--- src/rtl/uart_phy_if.sv ---
// Mailbox-side handshake bundle of uart_phy: TX byte offer and RX byte/error strobes.
// The mailbox uses the master modport, the PHY the slave modport.
interface uart_phy_if;
    logic       tx_en;
    logic [7:0] tx_data;
    logic       tx_ready;
    logic       tx_busy;
    logic [7:0] rx_data;
    logic       rx_ready;
    logic       rx_ferr;

    modport master (
        output tx_en, tx_data,
        input  tx_ready, tx_busy, rx_data, rx_ready, rx_ferr
    );

    modport slave (
        input  tx_en, tx_data,
        output tx_ready, tx_busy, rx_data, rx_ready, rx_ferr
    );
endinterface

--- src/rtl/uart_phy.sv ---
// 8N1 UART transceiver with a one-byte TX holding register and an independent RX deserialiser.
// Optional build macro UART_PHY_MAJORITY_EN: 3-sample majority vote per RX bit (needs CLKS_PER_BIT >= 6).
module uart_phy #(
    parameter int unsigned CLKS_PER_BIT = 217
) (
    input  logic       clk,
    input  logic       rst_n,
    uart_phy_if.slave  mbox,
    output logic       txd,
    input  logic       rxd
);
    localparam logic [15:0] CNT_LAST = 16'(CLKS_PER_BIT - 1);
    localparam logic [15:0] CNT_HALF = 16'(CLKS_PER_BIT / 2);

    typedef enum logic [1:0] {
        TX_IDLE = 2'd0, TX_START = 2'd1, TX_DATA = 2'd2, TX_STOP = 2'd3
    } tx_state_t;

    typedef enum logic [2:0] {
        RX_IDLE = 3'd0, RX_START = 3'd1, RX_DATA = 3'd2, RX_STOP = 3'd3, RX_WAITHI = 3'd4
    } rx_state_t;

    tx_state_t   tx_state_r, tx_state_next_s;
    logic [15:0] tx_cnt_r, tx_cnt_next_s;
    logic [2:0]  tx_bit_r, tx_bit_next_s;
    logic [7:0]  tx_shift_r, tx_shift_next_s;
    logic [7:0]  hold_r;
    logic        tx_ready_r, tx_ready_next_s;
    logic        tx_busy_r, tx_busy_s;
    logic        txd_r, txd_s;
    logic        tx_load_s;
    logic        tx_done_s;

    rx_state_t   rx_state_r, rx_state_next_s;
    logic [15:0] rx_cnt_r, rx_cnt_next_s;
    logic [2:0]  rx_bit_r, rx_bit_next_s;
    logic [7:0]  rx_shift_r, rx_shift_next_s;
    logic [7:0]  rx_data_r;
    logic        rx_ready_r, rx_ready_s;
    logic        rx_ferr_r, rx_ferr_s;
    logic        rx_meta_r, rxs_r;
    logic        rx_done_s;
    logic        rx_smp_s, rx_bit_s, rx_is_stop_s;

    assign tx_done_s = (tx_cnt_r == CNT_LAST);
    assign rx_done_s = (rx_cnt_r == CNT_LAST);

    // TX next state; a load moves the holding byte into the shifter on entry to START
    always_comb begin
        tx_state_next_s = tx_state_r;
        tx_load_s       = 1'b0;
        case (tx_state_r)
            TX_IDLE: begin
                if (!tx_ready_r) begin
                    tx_state_next_s = TX_START;
                    tx_load_s       = 1'b1;
                end else begin
                    tx_state_next_s = TX_IDLE;
                end
            end
            TX_START: begin
                if (tx_done_s) tx_state_next_s = TX_DATA;
                else           tx_state_next_s = TX_START;
            end
            TX_DATA: begin
                if (tx_done_s && (tx_bit_r == 3'd7)) tx_state_next_s = TX_STOP;
                else                                 tx_state_next_s = TX_DATA;
            end
            TX_STOP: begin
                if (tx_done_s && !tx_ready_r) begin
                    tx_state_next_s = TX_START;
                    tx_load_s       = 1'b1;
                end else if (tx_done_s) begin
                    tx_state_next_s = TX_IDLE;
                end else begin
                    tx_state_next_s = TX_STOP;
                end
            end
            default: tx_state_next_s = TX_IDLE;
        endcase
    end

    // TX datapath next values: bit timer, bit index, shifter, holding-register flag
    always_comb begin
        tx_cnt_next_s   = 16'd0;
        tx_bit_next_s   = tx_bit_r;
        tx_shift_next_s = tx_shift_r;
        tx_ready_next_s = tx_ready_r;
        if (tx_load_s) begin
            tx_shift_next_s = hold_r;
            tx_bit_next_s   = 3'd0;
            tx_ready_next_s = 1'b1;
        end else if (tx_state_r != TX_IDLE) begin
            tx_cnt_next_s = tx_done_s ? 16'd0 : (tx_cnt_r + 16'd1);
            if ((tx_state_r == TX_DATA) && tx_done_s) begin
                tx_shift_next_s = {1'b0, tx_shift_r[7:1]};
                tx_bit_next_s   = tx_bit_r + 3'd1;
            end else begin
                tx_shift_next_s = tx_shift_r;
            end
        end else begin
            tx_cnt_next_s = 16'd0;
        end
        if (!tx_load_s && mbox.tx_en && tx_ready_r) begin
            tx_ready_next_s = 1'b0;
        end else begin
            tx_ready_next_s = tx_ready_next_s;
        end
    end

    // TX outputs decoded from the next state so txd/tx_busy change on the transition edge
    always_comb begin
        txd_s     = 1'b1;
        tx_busy_s = (tx_state_next_s != TX_IDLE);
        case (tx_state_next_s)
            TX_START: txd_s = 1'b0;
            TX_DATA:  txd_s = tx_shift_next_s[0];
            TX_STOP:  txd_s = 1'b1;
            TX_IDLE:  txd_s = 1'b1;
            default:  txd_s = 1'b1;
        endcase
    end

    // TX state register
    always_ff @(posedge clk or negedge rst_n) begin
        if (!rst_n) tx_state_r <= TX_IDLE;
        else        tx_state_r <= tx_state_next_s;
    end

    // TX datapath and registered outputs
    always_ff @(posedge clk or negedge rst_n) begin
        if (!rst_n) begin
            tx_cnt_r   <= 16'd0;
            tx_bit_r   <= 3'd0;
            tx_shift_r <= 8'h00;
            hold_r     <= 8'h00;
            tx_ready_r <= 1'b1;
            tx_busy_r  <= 1'b0;
            txd_r      <= 1'b1;
        end else begin
            tx_cnt_r   <= tx_cnt_next_s;
            tx_bit_r   <= tx_bit_next_s;
            tx_shift_r <= tx_shift_next_s;
            tx_ready_r <= tx_ready_next_s;
            tx_busy_r  <= tx_busy_s;
            txd_r      <= txd_s;
            if (mbox.tx_en && tx_ready_r) hold_r <= mbox.tx_data;
        end
    end

    // rxd synchroniser; idles high so reset does not look like a start bit
    always_ff @(posedge clk or negedge rst_n) begin
        if (!rst_n) begin
            rx_meta_r <= 1'b1;
            rxs_r     <= 1'b1;
        end else begin
            rx_meta_r <= rxd;
            rxs_r     <= rx_meta_r;
        end
    end

`ifdef UART_PHY_MAJORITY_EN
    localparam logic [15:0] CNT_PRE = 16'(CLKS_PER_BIT - 2);

    function automatic logic maj3(input logic a, input logic b, input logic c);
        return (a & b) | (a & c) | (b & c);
    endfunction

    logic rx_s0_r, rx_s1_r, rx_pend_r, rx_pend_stop_r;

    // Capture the two pre-boundary samples; the vote completes on the following count 0
    always_ff @(posedge clk or negedge rst_n) begin
        if (!rst_n) begin
            rx_s0_r        <= 1'b0;
            rx_s1_r        <= 1'b0;
            rx_pend_r      <= 1'b0;
            rx_pend_stop_r <= 1'b0;
        end else begin
            if (((rx_state_r == RX_DATA) || (rx_state_r == RX_STOP)) && (rx_cnt_r == CNT_PRE))
                rx_s0_r <= rxs_r;
            rx_pend_r      <= ((rx_state_r == RX_DATA) || (rx_state_r == RX_STOP)) && rx_done_s;
            rx_pend_stop_r <= (rx_state_r == RX_STOP) && rx_done_s;
            if (((rx_state_r == RX_DATA) || (rx_state_r == RX_STOP)) && rx_done_s)
                rx_s1_r <= rxs_r;
        end
    end

    assign rx_smp_s     = rx_pend_r;
    assign rx_bit_s     = maj3(rx_s0_r, rx_s1_r, rxs_r);
    assign rx_is_stop_s = rx_pend_stop_r;
`else
    assign rx_smp_s     = ((rx_state_r == RX_DATA) || (rx_state_r == RX_STOP)) && rx_done_s;
    assign rx_bit_s     = rxs_r;
    assign rx_is_stop_s = (rx_state_r == RX_STOP);
`endif

    // RX next state and bit timer
    always_comb begin
        rx_state_next_s = rx_state_r;
        rx_cnt_next_s   = 16'd0;
        rx_bit_next_s   = rx_bit_r;
        case (rx_state_r)
            RX_IDLE: begin
                if (!rxs_r) rx_state_next_s = RX_START;
                else        rx_state_next_s = RX_IDLE;
            end
            RX_START: begin
                if (rx_cnt_r == CNT_HALF) rx_state_next_s = rxs_r ? RX_IDLE : RX_DATA;
                else                      rx_cnt_next_s   = rx_cnt_r + 16'd1;
            end
            RX_DATA: begin
                if (rx_done_s) begin
                    rx_bit_next_s = rx_bit_r + 3'd1;
                    if (rx_bit_r == 3'd7) rx_state_next_s = RX_STOP;
                    else                  rx_state_next_s = RX_DATA;
                end else begin
                    rx_cnt_next_s = rx_cnt_r + 16'd1;
                end
            end
            RX_STOP: begin
                if (rx_done_s) rx_state_next_s = RX_WAITHI;
                else           rx_cnt_next_s   = rx_cnt_r + 16'd1;
            end
            RX_WAITHI: begin
                if (rxs_r) rx_state_next_s = RX_IDLE;
                else       rx_state_next_s = RX_WAITHI;
            end
            default: rx_state_next_s = RX_IDLE;
        endcase
    end

    // RX outputs: data bits shift in from the top, stop sample decides ready vs framing error
    always_comb begin
        rx_shift_next_s = rx_shift_r;
        rx_ready_s      = rx_smp_s && rx_is_stop_s && rx_bit_s;
        rx_ferr_s       = rx_smp_s && rx_is_stop_s && !rx_bit_s;
        if (rx_smp_s && !rx_is_stop_s) rx_shift_next_s = {rx_bit_s, rx_shift_r[7:1]};
        else                           rx_shift_next_s = rx_shift_r;
    end

    // RX state register
    always_ff @(posedge clk or negedge rst_n) begin
        if (!rst_n) rx_state_r <= RX_IDLE;
        else        rx_state_r <= rx_state_next_s;
    end

    // RX datapath and registered strobes
    always_ff @(posedge clk or negedge rst_n) begin
        if (!rst_n) begin
            rx_cnt_r   <= 16'd0;
            rx_bit_r   <= 3'd0;
            rx_shift_r <= 8'h00;
            rx_data_r  <= 8'h00;
            rx_ready_r <= 1'b0;
            rx_ferr_r  <= 1'b0;
        end else begin
            rx_cnt_r   <= rx_cnt_next_s;
            rx_bit_r   <= rx_bit_next_s;
            rx_shift_r <= rx_shift_next_s;
            rx_ready_r <= rx_ready_s;
            rx_ferr_r  <= rx_ferr_s;
            if (rx_ready_s) rx_data_r <= rx_shift_r;
        end
    end

    assign txd           = txd_r;
    assign mbox.tx_ready = tx_ready_r;
    assign mbox.tx_busy  = tx_busy_r;
    assign mbox.rx_data  = rx_data_r;
    assign mbox.rx_ready = rx_ready_r;
    assign mbox.rx_ferr  = rx_ferr_r;
endmodule

--- src/flat_wrapper.sv ---
// flat-port wrapper written by rule: the top's interface ports become plain ports
module uart_phy_flat 
#(
    parameter int unsigned CLKS_PER_BIT = 217
)
  (clk, rst_n, txd, rxd, mbox_tx_en, mbox_tx_data, mbox_tx_ready, mbox_tx_busy, mbox_rx_data, mbox_rx_ready, mbox_rx_ferr);
  uart_phy_if mbox_i ();
  input  logic clk;
  input  logic rst_n;
  output logic txd;
  input  logic rxd;
  input wire logic [$bits(mbox_i.tx_en)-1:0] mbox_tx_en;
  input wire logic [$bits(mbox_i.tx_data)-1:0] mbox_tx_data;
  output wire logic [$bits(mbox_i.tx_ready)-1:0] mbox_tx_ready;
  output wire logic [$bits(mbox_i.tx_busy)-1:0] mbox_tx_busy;
  output wire logic [$bits(mbox_i.rx_data)-1:0] mbox_rx_data;
  output wire logic [$bits(mbox_i.rx_ready)-1:0] mbox_rx_ready;
  output wire logic [$bits(mbox_i.rx_ferr)-1:0] mbox_rx_ferr;
  assign mbox_i.tx_en = mbox_tx_en;
  assign mbox_i.tx_data = mbox_tx_data;
  assign mbox_tx_ready = mbox_i.tx_ready;
  assign mbox_tx_busy = mbox_i.tx_busy;
  assign mbox_rx_data = mbox_i.rx_data;
  assign mbox_rx_ready = mbox_i.rx_ready;
  assign mbox_rx_ferr = mbox_i.rx_ferr;
  uart_phy #(.CLKS_PER_BIT(CLKS_PER_BIT)) u_core (.clk(clk), .rst_n(rst_n), .mbox(mbox_i), .txd(txd), .rxd(rxd));
endmodule
--- config.mk ---
export PLATFORM = sky130hd
export DESIGN_NAME = uart_phy_flat
export DESIGN_NICKNAME = d
export VERILOG_FILES = /design/src/rtl/uart_phy_if.sv /design/src/rtl/uart_phy.sv /design/src/flat_wrapper.sv
export SDC_FILE = /design/constraint.sdc
export NUM_CORES = 1
export LEC_CHECK = 0
export ABC_AREA = 1
export CORE_MARGIN = 4
export CORE_UTILIZATION = 40
export DETAILED_ROUTE_END_ITERATION = 8
export GPL_ROUTABILITY_DRIVEN = 0
export PLACE_DENSITY = 0.64
export SETUP_SLACK_MARGIN = 0.2
export SLEW_MARGIN = 20
export SYNTH_ARGS = -nofsm -noshare
export SYNTH_HDL_FRONTEND = slang
export SYNTH_SLANG_ARGS = --single-unit
export TNS_END_PERCENT = 5
--- constraint.sdc ---
create_clock -name clk -period 3.25 [get_ports clk]
set_input_delay 0.65 -clock clk [delete_from_list [all_inputs] [get_ports clk]]
set_output_delay 0.65 -clock clk [all_outputs]
set_load 0.05 [all_outputs]
* Word-level counts from Yosys, hierarchy flattened
Index checks and enable logic that the tools add are counted.
Cells by class: $add $sub $neg 4, multipliers 0, div/mod/pow operators 0, order comparisons 0, equal/unequal tests 18, shift operators 0, muxes and demuxes 32, bitwise operators 0, reduce and logical (&&, ||, !) cells 29
Operator list (count):
- two-way mux 16 bit | 5
- adder 16 x 1 -> 16 bit (second input constant) | 2
- equality test 16 x 8 -> 1 bit (second input constant) | 2
- one-hot mux 16 bit (2 select lines) | 1
- two-way mux 8 bit | 3
- two-way mux 3 bit | 7
- equality test 16 x 7 -> 1 bit (second input constant) | 1
- one-hot mux 3 bit (5 select lines) | 1
- logical AND 1 bit | 11
- nonzero test 2 bit | 5
- equality test 3 bit (second input constant) | 3
- equality test 2 bit (second input constant) | 4
- two-way mux 1 bit | 8
- two-way mux 2 bit | 4
- one-hot mux 2 bit (4 select lines) | 1
- adder 3 x 1 -> 3 bit (second input constant) | 2
- equality test 3 x 2 -> 1 bit (second input constant) | 2
- != test 2 x 1 -> 1 bit (second input constant) | 3
- equality test 2 x 1 -> 1 bit (second input constant) | 2
- logical NOT 1 bit | 4
- logical NOT 2 bit | 2
- AND reduction 2 bit | 2
- OR reduction 2 bit | 2
- equality test 3 x 1 -> 1 bit (second input constant) | 1
- other kinds (5) | 5
Storage, ports and cells: register bits 82, latch bits 0, bits in writable memories 0, memory bits (read-only) 0, bits of input ports 12, output and inout bits 13, word-level logic and storage cells 101, memories 0

* Depth between registers and ports, before layout
depth in word-level cells 8, gate-level depth with buffers 15, gate-level depth less buffers 15

* Worst setup path after synthesis
OpenSTA, ideal clock, no wires.
path type reg-to-reg, start register u_core.tx_cnt_r[0], end register u_core.txd_r, in the netlist u_core.txd, library setup time 0.068 ns, arrival 1.697 ns, required time 3.182 ns, setup slack 1.485 ns, stages on the path, launching flop included 13, buffers on the path 0, clock period less this slack 1.765 ns, cells stage by stage dfrtp_1 -> inv_1 -> ha_1 -> inv_1 -> nor2_1 -> nand2_1 -> nor2_4 -> nand2_1 -> o21ai_0 -> nand2_1 -> a21oi_1 -> ha_1 -> a21oi_2
Between the ends: longest elaborated chain between the ends 7, elaborated cells on any way between the ends 20, those cells by class eq/ne: 4; mux: 11; reduce/logical: 5
RTL lines:
- from (decl) | line uart_phy.sv:24 | logic [15:0] tx_cnt_r, tx_cnt_next_s;
- from (signal assigned) | line uart_phy.sv:141 | tx_cnt_r <= tx_cnt_next_s;
- equality test 16 x 8 -> 1 bit * | line uart_phy.sv:45 | assign tx_done_s = (tx_cnt_r == CNT_LAST);
- two-way mux 2 bit, or another cell as far along | line uart_phy.sv:73 | end else if (tx_done_s) begin
- two-way mux 2 bit / two-way mux 1 bit (equally long branches) | line uart_phy.sv:70, uart_phy.sv:66
- one-hot mux 2 bit (4 select lines) | line uart_phy.sv:52 | case (tx_state_r)
- equality test 2 bit / logical NOT 2 bit (equally long branches) | line uart_phy.sv:115 | case (tx_state_next_s)
- OR reduction 2 bit (no source line)
- one-hot mux 1 bit (3 select lines) * | line uart_phy.sv:115
- via u_core.txd_s | line uart_phy.sv:30 | logic txd_r, txd_s;
- to (signal assigned) | line uart_phy.sv:146 | txd_r <= txd_s;
- to (decl) | line uart_phy.sv:30
The timed path passes the listed nets; every way through them passes the cells marked *. The select of a mux whose other input is x is not followed. A chain may end at the register's enable or synchronous reset.

* Worst setup path in the final report
start register u_core.tx_ready_r, in the netlist u_core.mbox.tx_ready, end output port mbox_tx_ready
RTL lines:
- from (decl) | line uart_phy.sv:28 | logic tx_ready_r, tx_ready_next_s;
- from (signal assigned) | line uart_phy.sv:144 | tx_ready_r <= tx_ready_next_s;
- to (decl) | line flat_wrapper.sv:14 | output wire logic [$bits(mbox_i.tx_ready)-1:0] mbox_tx_ready;
No word-level cell between the ends.

==> results.cfg <==
[floorplanning]
start_util_pct = 41.2
num_rows = 36
io_pins = 25
fp.dieArea_um2 = 11800
core_area_um2 = 9820
die_h_um = 109
fp.dieW_um = 109

[grt]
grt_usage_pct = 14.0
grt_overflow_total = 0
antenna_found_initial = 0
grt_pass1_vias = 2976
grt_max_degree = 83
grt_pass1_wl_um = 13100

[drt]
drc = 0
wire_per_inst_um = 11.7
wl_um = 7410
ant_nets = 0
first_iter_violations = 184
vias = 3017
dr.pass1.iters = 4
vias_per_cell = 4.78

[final_layout]
nNetsFinal = 520
drive_gt1_share_pct = 11.4
num-fill-cells = 1010
area_growth_pct = 13.1
antenna_cells = 0
final-instance-count-excl-fill = 631
stdcell_area_um2 = 4580

[synthesis]
synth_seq_cells = 82
synthCells = 464
syn_area_um2 = 4050
syn_area_per_cell_um2 = 8.72
yosysTopAreaCell = dfrtp_1
synth-warning-count = 0
ys_seq_area_share_pct = 50.8
syn_nets = 491
synthTopCellsByArea = dfrtp_1 (48%), nand2_1 (9.6%), inv_1 (6.4%)
synth.distinct_cells = 37
synth_top_area_share_pct = 48.2

[placement]
port_buffers = 24
post_dp_cell_area_um2 = 4410
hpwl_um = 5270
place_inst = 615

[critical_path]
critPathRequiredTime_ns = 2.60
critPathKind = reg2out
cp-start-kind = flip-flop
crit_path_top_delay_cell = clkdlybuf4s50_1
cp.arrival_ns = 1.69
cp_top_family = buffers and inverters
cp_max_fo = 3
path_cells = clkdlybuf4s50_1
end_kind = primary output
critPathMaxStageDelay_ns = 0.80
critical_path_buf_inv_count = 1

[sta]
setup_violations = 0
min_period_ns = 2.34
worstMarginPinSlew_ns = 0.741
fmax_mhz = 427
timing.hold.ws_ns = 0.321
clock_skew_ns = 0.0124
relSlewSlack_pct = 50.6
fin_setup_tns_ns = 0
finalMaxSlewViolations = 0
rsz0062_at_grt = false
finalCritPeriodShare_pct = 72.0
hold_viol = 0

[clock_tree]
worstSkewPairLatency_ns = 0.36
cts_setup_buffers = 0
cts_max_level = 3
cts.path.max_buffers = 2
path_clk_slew_ns = 0.08
cts.repair.resized = 0
cts_tree = built
root_buffer = clkbuf_8
clock_sinks = 82
cts-buffers-inserted = 9
cts_hold_buf = 0

[job]
max_cap_viol_count = 0

[min_path]
worst_hold_path_type = in2async

[power_and_ir_drop]
ir_drop_mv = 0.196
p_total_mw = 2.46
powerDensity_nw_per_um2 = 536
p_leak_nw = 2.18

[run_status]
status = complete, no violations
[final timing paths]
| check | slack [ns] | start | depth (start not counted) | endpoint |
|---|---|---|---|---|
| max in group asynchronous | 2.42 | rst_n | 1 | u_core.tx_shift_r[0] |
| worst min-delay path | 0.32 | rst_n | 1 | u_core.tx_cnt_r[7] |
| worst max register to register | 1.24 | u_core.rx_cnt_r[0] | 6 | u_core.rx_shift_r[3] |
| min in group clk | 0.36 | u_core.rx_meta_r | 0 | u_core.rx_bit_s |
| worst max-delay path | 0.91 | u_core.mbox.tx_ready | 1 | mbox_tx_ready |
| worst min register to register | 0.36 | u_core.rx_meta_r | 0 | u_core.rx_bit_s |
[synthesized netlist by cell type, drive strengths merged]
| library cell | n |
|---|---|
| a22o | 1 |
| nor3 | 16 |
| o21ai | 26 |
| a21oi | 16 |
| or2 | 1 |
| o211a | 1 |
| nand4 | 8 |
| clkinv | 1 |
| nand3 | 36 |
| ha | 15 |
| clkbuf | 1 |
| nor2 | 48 |
| o21a | 1 |
| dfstp | 4 |
| xnor2 | 3 |
| nor4 | 5 |
| inv | 75 |
| xor2 | 11 |
| a31oi | 1 |
| buf | 5 |
| dfrtp | 78 |
| nor3b | 2 |
| nand2 | 109 |
[metal layers]
layer | up-vias | track usage, % | part of all wire, %
met5 | - | 0 | 0
met4 | 0 | 5.41 | 1.6
met3 | 11 | 3.64 | 2.7
met2 | 38 | 22.9 | 49
met1 | 1449 | 17.7 | 47
li1 | 1519 | - | -
[per-stage QoR]
| stage | util, % | setup slack [ns] |
|---|---|---|
| 5_1_grt | 46.6 | 0.856 |
| 6_report | 46.6 | 0.911 |
| 4_1_cts | 46.6 | 0.881 |
| 3_3_place_gp | 44.9 | 1.29 |
| 3_5_place_dp | 44.9 | 1.22 |
| 2_1_floorplan | - | 1.48 |
[cells by family after synthesis]
family	share of synthesized area, %
buffers and inverters	8.19
XOR/XNOR	3.03
adder cells (fa/ha/maj)	4.64
AND/OR/NAND/NOR	26.3
AO/OA/AOI/OAI	7.05
flip-flops	50.8
[report_power, final]
part,total (mW),internal [mW],leakage [nW],switching [mW]
combinational,0.560,0.189,1.00,0.370
sequential,1.23,1.16,1.09,0.0731
clock,0.666,0.284,0.0843,0.382
total,2.46,1.63,2.18,0.825
[sequential cells by signal (all words and copies together) (netlist names), 2 cells and up]
| signal | flops |
|---|---|
| u_core.tx_state_r | 2 |
| u_core.rx_bit_r | 3 |
| u_core.hold_r | 8 |
| u_core.mbox.rx_data | 8 |
| u_core.rx_state_r | 3 |
| u_core.tx_shift_r | 8 |
| u_core.rx_shift_r | 8 |
| u_core.tx_bit_r | 3 |
| u_core.tx_cnt_r | 16 |
| u_core.rx_cnt_r | 16 |
[placed cells by master (no fill, tap or decap), types with 4 or more instances in the layout]
cell type,synthesis,routed
clkdlybuf4s50_1,0,23
dfrtp_1,78,78
nor3_2,4,4
nor3_1,11,11
nand2_1,104,104
o21ai_2,7,7
dfstp_2,4,4
ha_1,15,15
nor4_1,4,4
nor2_1,41,41
o21ai_0,16,16
nand2_2,5,5
inv_2,6,6
xor2_1,11,11
nor2_2,4,4
a21oi_1,14,14
clkbuf_8,0,9
inv_1,69,69
nand4_1,8,8
nand3_1,32,32
nand3_2,4,4
[final cells by class]
cell class,count,area [µm²],share of cell area (%)
clock buffers,11,131,2.87
inverters,76,285,6.23
repair buffers,24,241,5.27
multi-input cells,300,1660,36.2
clock inverters,5,38.8,0.847
flip-flops and latches,82,2060,44.9
well taps,133,166,3.63
Note: power is estimated with default switching activity, not from simulation.
